$ cat config.mk
export PLATFORM = sky130hd
export DESIGN_NAME = button_event_ctrl
export DESIGN_NICKNAME = d
export VERILOG_FILES = /design/src/rtl/btn_pkg.sv /design/src/rtl/button_event_ctrl_tick_gen.sv /design/src/rtl/button_event_ctrl.sv
export SDC_FILE = /design/constraint.sdc
export NUM_CORES = 1
export LEC_CHECK = 0
export ABC_AREA = 0
export CAP_MARGIN = 20
export CORE_UTILIZATION = 40
export CTS_CLUSTER_DIAMETER = 50
export DETAILED_ROUTE_END_ITERATION = 10
export PLACE_DENSITY = 0.71
export RECOVER_POWER = 25
export SYNTH_ARGS = -nofsm -noshare
export SYNTH_HDL_FRONTEND = slang
export SYNTH_SLANG_ARGS = --single-unit
$ cat constraint.sdc
create_clock -name i_clk -period 3 [get_ports i_clk]
set_clock_uncertainty 0.2 [all_clocks]
set_input_delay 0.6 -clock i_clk [delete_from_list [all_inputs] [get_ports i_clk]]
set_output_delay 0.6 -clock i_clk [all_outputs]
set_load 0.02 [all_outputs]
$ cat src/rtl/btn_pkg.sv
// Shared encodings for the button event controller.
// The state values are visible on o_state for debug, so they are fixed here.
package btn_pkg;

    typedef enum logic [2:0] {
        ST_IDLE   = 3'd0,
        ST_PRESS1 = 3'd1,
        ST_GAP    = 3'd2,
        ST_PRESS2 = 3'd3,
        ST_HOLD   = 3'd4
    } btn_state_e;

endpackage

$ cat src/rtl/button_event_ctrl_tick_gen.sv
// tick_gen: free-running prescaler that produces a one-cycle timing tick.
//   i_clk   : clock
//   i_rst_n : asynchronous active-low reset
//   o_tick  : high for one i_clk cycle every TICK_DIV cycles
module tick_gen #(
    parameter int TICK_DIV  = 1000,
    parameter int CNT_WIDTH = 16
) (
    input  logic i_clk,
    input  logic i_rst_n,
    output logic o_tick
);

    localparam logic [CNT_WIDTH-1:0] LAST = CNT_WIDTH'(TICK_DIV - 1);

    logic [CNT_WIDTH-1:0] pre_q, pre_d;

    // With TICK_DIV=1 LAST is 0, so pre_q stays 0 and o_tick is always high.
    assign o_tick = (pre_q == LAST);
    assign pre_d  = o_tick ? '0 : pre_q + 1'b1;

    always_ff @(posedge i_clk or negedge i_rst_n) begin
        if (!i_rst_n) pre_q <= '0;
        else          pre_q <= pre_d;
    end

endmodule

$ cat src/rtl/button_event_ctrl.sv
// button_event_ctrl: classifies a debounced button into short click,
// double click, long press and auto-repeat events.
//   i_clk, i_rst_n : clock, asynchronous active-low reset
//   i_button       : debounced, synchronised, active-high level
//   o_short        : one-cycle pulse, single short click
//   o_double       : one-cycle pulse, double click
//   o_long         : one-cycle pulse, hold reached LONG_TICKS
//   o_repeat       : one-cycle pulse, auto-repeat while held
//   o_state        : current FSM state (debug)
module button_event_ctrl
    import btn_pkg::*;
#(
    parameter int TICK_DIV     = 1000,
    parameter int CNT_WIDTH    = 16,
    parameter int LONG_TICKS   = 500,
    parameter int DCLICK_TICKS = 250,
    parameter int REPEAT_TICKS = 100
) (
    input  logic       i_clk,
    input  logic       i_rst_n,
    input  logic       i_button,
    output logic       o_short,
    output logic       o_double,
    output logic       o_long,
    output logic       o_repeat,
    output logic [2:0] o_state
);

    localparam logic [CNT_WIDTH-1:0] LONG_C   = CNT_WIDTH'(LONG_TICKS);
    localparam logic [CNT_WIDTH-1:0] DCLICK_C = CNT_WIDTH'(DCLICK_TICKS);
    localparam logic [CNT_WIDTH-1:0] REPEAT_C = CNT_WIDTH'(REPEAT_TICKS);

    btn_state_e           state_q, state_d;
    logic [CNT_WIDTH-1:0] cnt_q, cnt_d, cnt_inc;
    logic                 prev_q;
    logic                 short_q, short_d;
    logic                 double_q, double_d;
    logic                 long_q, long_d;
    logic                 repeat_q, repeat_d;
    logic                 tick, press, release_e;
    logic                 reach_long, reach_dclick, reach_rep;

    tick_gen #(
        .TICK_DIV  (TICK_DIV),
        .CNT_WIDTH (CNT_WIDTH)
    ) u_tick_gen (
        .i_clk   (i_clk),
        .i_rst_n (i_rst_n),
        .o_tick  (tick)
    );

    assign press     =  i_button & ~prev_q;
    assign release_e = ~i_button &  prev_q;

    // Saturate instead of wrapping so a stale count can never re-match.
    assign cnt_inc = (cnt_q == '1) ? cnt_q : cnt_q + 1'b1;

    // "Reaching" a threshold means this tick moves the count onto it.
    assign reach_long   = tick && (cnt_inc == LONG_C);
    assign reach_dclick = tick && (cnt_inc == DCLICK_C);
    assign reach_rep    = tick && (cnt_inc == REPEAT_C);

    always_comb begin
        state_d  = state_q;
        cnt_d    = tick ? cnt_inc : cnt_q;
        short_d  = 1'b0;
        double_d = 1'b0;
        long_d   = 1'b0;
        repeat_d = 1'b0;
        // Edges are tested before thresholds: the edge wins a same-cycle tie.
        case (state_q)
            ST_IDLE: begin
                cnt_d = '0;
                if (press) state_d = ST_PRESS1;
            end
            ST_PRESS1: begin
                if (release_e) state_d = ST_GAP;
                else if (reach_long) begin
                    long_d  = 1'b1;
                    state_d = ST_HOLD;
                end
            end
            ST_GAP: begin
                if (press) state_d = ST_PRESS2;
                else if (reach_dclick) begin
                    short_d = 1'b1;
                    state_d = ST_IDLE;
                end
            end
            ST_PRESS2: begin
                if (release_e) begin
                    double_d = 1'b1;
                    state_d  = ST_IDLE;
                end else if (reach_long) begin
                    // The earlier click is dropped; the hold takes over.
                    long_d  = 1'b1;
                    state_d = ST_HOLD;
                end
            end
            ST_HOLD: begin
                if (release_e) state_d = ST_IDLE;
                else if (reach_rep) begin
                    repeat_d = 1'b1;
                    cnt_d    = '0;
                end
            end
            default: state_d = ST_IDLE;
        endcase
        if (state_d != state_q) cnt_d = '0;
    end

    always_ff @(posedge i_clk or negedge i_rst_n) begin
        if (!i_rst_n) begin
            state_q  <= ST_IDLE;
            cnt_q    <= '0;
            // Starts high so a button held through reset is not a press.
            prev_q   <= 1'b1;
            short_q  <= 1'b0;
            double_q <= 1'b0;
            long_q   <= 1'b0;
            repeat_q <= 1'b0;
        end else begin
            state_q  <= state_d;
            cnt_q    <= cnt_d;
            prev_q   <= i_button;
            short_q  <= short_d;
            double_q <= double_d;
            long_q   <= long_d;
            repeat_q <= repeat_d;
        end
    end

    assign o_short  = short_q;
    assign o_double = double_q;
    assign o_long   = long_q;
    assign o_repeat = repeat_q;
    assign o_state  = state_q;

endmodule

==> results of run 1 <==
==> per-stage QoR <==
stage                     total power, mW  cell area [µm²]  hold WS [ns]
after floorplan                     0.649             2380         0.104
after global placement              0.695             2740         0.258
after detailed placement            0.697             2740         0.254
after CTS                            1.16             2870         0.243
after global routing                 1.23             3110         0.298
final                                1.17             3110         0.269
==> routing by layer <==
layer  routed length, µm  vias up  GRT usage
li1                    -     1041          -
met4                 109        0     0.0709
met3                 196        9     0.0322
met2                2740       45      0.286
met1                2530     1046      0.232
met5                   0        -          0
==> layout by cell type, fill, tap and decap left out, types with 4 or more instances in the layout <==
master,netlist,routed
and3_1,10,9
nor3_1,6,4
nor4_2,0,4
dfrtp_2,0,4
and4_1,4,4
inv_1,7,7
clkdlybuf4s50_1,0,8
xnor2_1,14,13
nand3_1,17,16
buf_6,0,7
mux2i_1,4,4
nand2_1,16,16
buf_4,3,41
nor2_1,41,40
dfrtp_1,39,35
a21oi_1,11,10
clkbuf_8,0,5
o21ai_0,7,6
nor2b_1,4,4
xor2_1,11,11
nand4_1,12,12
==> power breakdown <==
part / leakage, nW / switching [mW] / total, mW / internal (mW)
combinational: 0.698 / 0.0924 / 0.153 / 0.0605
clock: 0.0548 / 0.198 / 0.448 / 0.250
sequential: 0.532 / 0.0228 / 0.571 / 0.548
total: 1.28 / 0.313 / 1.17 / 0.859
==> area by class of cell <==
| type | count | area [µm²] | area share |
|---|---|---|---|
| repair buffers | 58 | 474 | 0.152 |
| inverters | 7 | 26.3 | 0.00844 |
| multi-input cells | 202 | 1400 | 0.450 |
| clock inverters | 3 | 46.3 | 0.0149 |
| clock buffers | 5 | 68.8 | 0.0221 |
| well taps | 72 | 90.1 | 0.0289 |
| flip-flops and latches | 40 | 1010 | 0.324 |
==> critical path: cells and delay by family (launching register included) <==
family,cells,cell delay [ns]
simple gates,5,0.99
xor+xnor,1,0.22
flops,1,0.40
buf+inv,4,0.66
compound gates,2,0.35
==> flip-flops by register name, indices dropped and copies added (netlist names) <==
signal            cells
cnt_q                16
u_tick_gen.pre_q     16
o_state               3
o_double              1
o_long                1
o_repeat              1
o_short               1
prev_q                1
==> worst paths after layout <==
kind,startpoint,to,slack (ns)
min,u_tick_gen.pre_q[15]$_DFF_PN0_,u_tick_gen.pre_q[15]$_DFF_PN0_,0.27
min in group asynchronous,i_rst_n,u_tick_gen.pre_q[5]$_DFF_PN0_,0.70
max in group asynchronous,i_rst_n,cnt_q[4]$_DFF_PN0_,0.55
max reg2reg,cnt_q[5]$_DFF_PN0_,cnt_q[5]$_DFF_PN0_,0.08
min reg2reg,u_tick_gen.pre_q[15]$_DFF_PN0_,u_tick_gen.pre_q[15]$_DFF_PN0_,0.27
max,cnt_q[5]$_DFF_PN0_,cnt_q[5]$_DFF_PN0_,0.08
==> kinds of logic (layout without fill, tap and decap cells) <==
family | after synthesis | after routing | share of synthesized area
compound gates | 35 | 35 | 0.107
xor+xnor | 25 | 25 | 0.0920
fa+ha+maj | 2 | 2 | 0.0105
buf+inv | 21 | 73 | 0.0421
flops | 40 | 40 | 0.421
mux | 6 | 6 | 0.0263
simple gates | 134 | 134 | 0.301
==> timing repair <==
action,4_1_cts,5_1_grt
resized for setup,2,32
gates cloned,0,0
pin swaps,1,14
setup buffers,1,14
setup endpoints to repair,6,18
==> flow_summary.yaml, run 1 <==
placement:
  io_buffers: 9
  gp_congestion: 0.872
  dpl.hpwl_um: 3820
  place_inst: 364
  detailedPlace.worstSlack_ns: -0.0307
die:
  die-width_um: 79.1
  start_util: 0.424
  rows: 27
  coreArea_um2: 5610
  ios: 10
  dieArea_um2: 6260
  die_h_um: 79.1
yosys:
  synth-seq-cells: 40
  synth_edf_count: 0
  synth.net_count: 268
  synthArstFlopShare: 1.00
  syn_avg_cell_area_um2: 9.05
  synth_area_leaders: "dfrtp_1, nor2_1, xnor2_1, xor2_1, nand3_1"
  yosysMostFrequentCell: "nor2_1"
  ys.flop_type: "dfrtp_1"
  synth_common_cells: "nor2_1, dfrtp_1, nand3_1, nand2_1, xnor2_1"
  syn_area_um2: 2380
  synth-warning-count: 0
  ys_seq_area_frac: 0.421
  synth_cell_type_count: 47
  yosys.area.top_type_share: 0.410
  synth_top_cell_by_area: "dfrtp_1"
  syn-instance-count: 263
critical_path:
  slowest_stage: "nor4_4"
  arrival_ns: 2.91
  crit_top_cell: "buf_4"
  end_kind: "flop"
  path_cells: "buf_4 -> and4_1 -> buf_4 -> nand4_1 -> xor2_1 -> nand4_1 -> buf_4 -> nor4_4 -> o22ai_2 -> a32oi_2 -> buf_6 -> nor2_1"
  worstPathRequired_ns: 2.98
  crit_fanout: 6
  start_kind: "flop"
  rr_worst_depth: 12
  worstSetupPathType: "flop to flop"
  slowest_delay_ns: 0.41
timing:
  final-hold-violation-count: 0
  rsz0062_at_grt: "true"
  fmax_mhz: 342
  fin_crit_ns: 2.92
  timing.final.ws_setup_ns: 0.0765
  period_share: 0.974
  setup-violations-final: 0
  relSlewSlack: -0.393
  finalSetupTns_ns: 0
  worst_pin_slew_ns: 2.09
  maxSlewViolCount: 41
clock_tree:
  clock_latency_ns: 0.30
  cts_tree: "done"
  path_clk_slew_ns: 0.08
  cts_buffers: 5
  cts_buffer_depth: 2
  htreeDepth: 2
  root_buffer: "clkbuf_8"
  cts.hold.buffers_added: 0
  cts.sinks: 40
global_routing:
  grt_pass1_vias: 1884
  track_usage: 0.177
  gr-total-overflow: 0
  grt_start_max_net_pins: 41
  antenna_found_initial: 0
  grt_pass1_wl_um: 8650
cells_and_area:
  antenna_cells: 0
  drive_above_1_share: 0.283
  nets: 319
  fin_cells: 387
  area_growth_pct: 30.8
  fin_util: 0.555
  fill_cells: 498
hold_path:
  min_path_cells: 1
  holdCritPathClass: "flop to flop"
power:
  power.density_nw_per_um2: 376
  leakagePower_nw: 1.28
  vdd_drop_max_mv: 0.266
drt:
  wl_um: 5580
  vias: 2141
  avgRoutedWirePerCell_um: 14.4
  drc_errors: 0
  dr.pass1.iters: 4
  dr.first_iter.drc_count: 141
  via_per_inst: 5.53
  ant_nets: 0
outcome:
  status: "finished with violations"
  violations: "max-capacitance violations, max-slew violations"
job:
  cap_violations: 1
(Power assumes the default switching activity.)
==> run 2: changes to the inputs <==
--- a/config.mk
+++ b/config.mk
@@ -8,7 +8,7 @@
 export ABC_AREA = 0
 export CAP_MARGIN = 20
 export CORE_UTILIZATION = 40
-export CTS_CLUSTER_DIAMETER = 50
+export CTS_CLUSTER_DIAMETER = 60
 export DETAILED_ROUTE_END_ITERATION = 10
 export PLACE_DENSITY = 0.71
 export RECOVER_POWER = 25
==> constraint.sdc (replaced) <==
create_clock -name i_clk -period 3 [get_ports i_clk]
set_clock_uncertainty 0.2 [all_clocks]
set_input_delay 0.6 -clock i_clk [delete_from_list [all_inputs] [get_ports i_clk]]
set_output_delay 0.6 -clock i_clk [all_outputs]
set_load 0.1 [all_outputs]
==> run 2 against run 1 <==
Effect of this change:
- the flow still finishes with violations (max-capacitance violations, max-slew violations)
- total power grew 5.4%
- critical path depth decreased by 1
- final area shrank 1.8%
- count of clock-buffer cells in the layout did not move
- worst setup slack worse by 0.059 ns
- die area did not move
- combinational power up 36%
- critical endpoint is now cnt_q[3]$_DFF_PN0_
- largest cell class unchanged
==> flow_summary.yaml, run 2 (synthesis gave the netlist of run 1 again) <==
hold_path:
  holdCritPathClass: "flop to flop"
  min_path_cells: 1
  hold_path.startpoint: "u_tick_gen.pre_q[15]$_DFF_PN0_"
  holdPathEnd: "u_tick_gen.pre_q[15]$_DFF_PN0_"
timing:
  period_share: 0.994
  final-hold-violation-count: 0
  relSlewSlack: -0.403
  fmax_mhz: 335
  timing.final.ws_setup_ns: 0.0177
  fin_crit_ns: 2.98
  maxSlewViolCount: 41
  rsz0062_at_grt: "true"
  worst_pin_slew_ns: 2.10
  setup-violations-final: 0
outcome:
  violations: "max-capacitance violations, max-slew violations"
  status: "finished with violations"
die:
  rows: 27
  coreArea_um2: 5610
  dieArea_um2: 6260
  die_h_um: 79.1
  ios: 10
  die-width_um: 79.1
  start_util: 0.424
clock_tree:
  cts_buffers: 5
  clock_latency_ns: 0.30
  cts.hold.buffers_added: 0
  cts_buffer_depth: 2
  root_buffer: "clkbuf_8"
  htreeDepth: 2
  cts_tree: "done"
  path_clk_slew_ns: 0.09
  cts.sinks: 40
placement:
  dpl.hpwl_um: 3820
  io_buffers: 9
  place_inst: 364
  place_area_um2: 2720
  detailedPlace.worstSlack_ns: -0.177
  gp_congestion: 0.858
global_routing:
  grt_start_max_net_pins: 41
  track_usage: 0.175
  grt_pass1_vias: 1889
  gr-total-overflow: 0
  antenna_found_initial: 0
  grt_pass1_wl_um: 8650
critical_path:
  r2r_start: "cnt_q[6]$_DFF_PN0_"
  rr_worst_depth: 11
  crit_fanout: 6
  slowest_stage: "dfrtp_1"
  worstPathRequired_ns: 2.98
  slowest_delay_ns: 0.40
  arrival_ns: 2.96
  worstSetupPathType: "flop to flop"
  end_kind: "flop"
  path_cells: "nand4_1 -> buf_4 -> nor4_4 -> xnor2_2 -> nand4_1 -> buf_4 -> nor4_2 -> nor2_1 -> a32oi_2 -> buf_6 -> a211oi_2"
  cp.buffers_inverters: 3
  crit_path_start: "cnt_q[6]$_DFF_PN0_"
  start_kind: "flop"
  crit_family: "simple AND/OR/NAND/NOR gates"
  worst-r2r-setup-slack_ns: 0.02
  r2r_end: "cnt_q[3]$_DFF_PN0_"
cells_and_area:
  antenna_cells: 0
  layout_commonest_cell: "buf_4"
  final_cell_mix: "buf_4, nor2_1, dfrtp_1"
  nets: 315
  fin_cells: 383
  area_growth_pct: 28.5
  multi_input_area_um2: 1420
  drive_above_1_share: 0.277
  regArea_um2: 1000
  fill_cells: 508
  fin_util: 0.545
  fin_area_um2: 3060
job:
  cap_violations: 1
drt:
  dr.first_iter.drc_count: 133
  ant_nets: 0
  dr.pass1.iters: 5
  vias: 2111
  wl_um: 5730
  avgRoutedWirePerCell_um: 14.9
  via_per_inst: 5.51
  drc_errors: 0
power:
  vdd_drop_max_mv: 0.331
  power.density_nw_per_um2: 404
  leakagePower_nw: 1.30
## run 2: changes by cell type in the layout (fill, tap and decap cells not counted), sizes merged
cell,previous run,this run
clkdlybuf4s50,8,1
o21ai,8,9
buf,48,50
## run 2: through the flow
step | power, mW | setup TNS (ns) | hold WS, ns
6_report | 1.24 | 0 | 0.272
3_5_place_dp | 0.746 | -0.494 | 0.262
5_1_grt | 1.28 | -0.890 | 0.302
2_1_floorplan | 0.699 | 0 | 0.104
3_3_place_gp | 0.743 | -0.463 | 0.255
4_1_cts | 1.21 | 0 | 0.250
## run 2: how the worst max path moves through the flow
stage	cells past startpoint	end	slack (ns)
after floorplan	10	cnt_q[3]$_DFF_PN0_	0.1
after global placement	11	cnt_q[3]$_DFF_PN0_	-0.1
after detailed placement	10	cnt_q[3]$_DFF_PN0_	-0.18
after CTS	12	cnt_q[3]$_DFF_PN0_	0.006
after global routing	11	cnt_q[5]$_DFF_PN0_	-0.13
final	11	cnt_q[3]$_DFF_PN0_	0.02
## run 2: power by group
group,total [mW],switching [mW],internal (mW)
clock network,0.452,0.201,0.251
logic,0.208,0.149,0.0589
registers,0.576,0.0278,0.548
## run 2: per-layer routing
metal / global-route usage / vias up / part of all wire
met1: 0.235 / 1019 / 0.45
li1: - / 1036 / -
met5: 0 / - / 0
met4: 0.0600 / 0 / 0.016
met2: 0.280 / 50 / 0.49
met3: 0.0333 / 6 / 0.042
## run 2: timing repair
| action | 4_1_cts | 5_1_grt |
|---|---|---|
| pin swaps | 2 | 10 |
| gates cloned | 0 | 1 |
| resized for setup | 4 | 22 |
| setup endpoints to repair | 14 | 17 |
| buffers inserted | 1 | 9 |
## run 2: layout make-up
class                           count  share of cell area
Inverter                            7             0.00859
Timing Repair Buffer               53               0.131
Clock inverter                      3              0.0151
Clock buffer                        5              0.0225
Tap cell                           72              0.0295
Sequential cell                    40               0.328
Multi-Input combinational cell    203               0.465
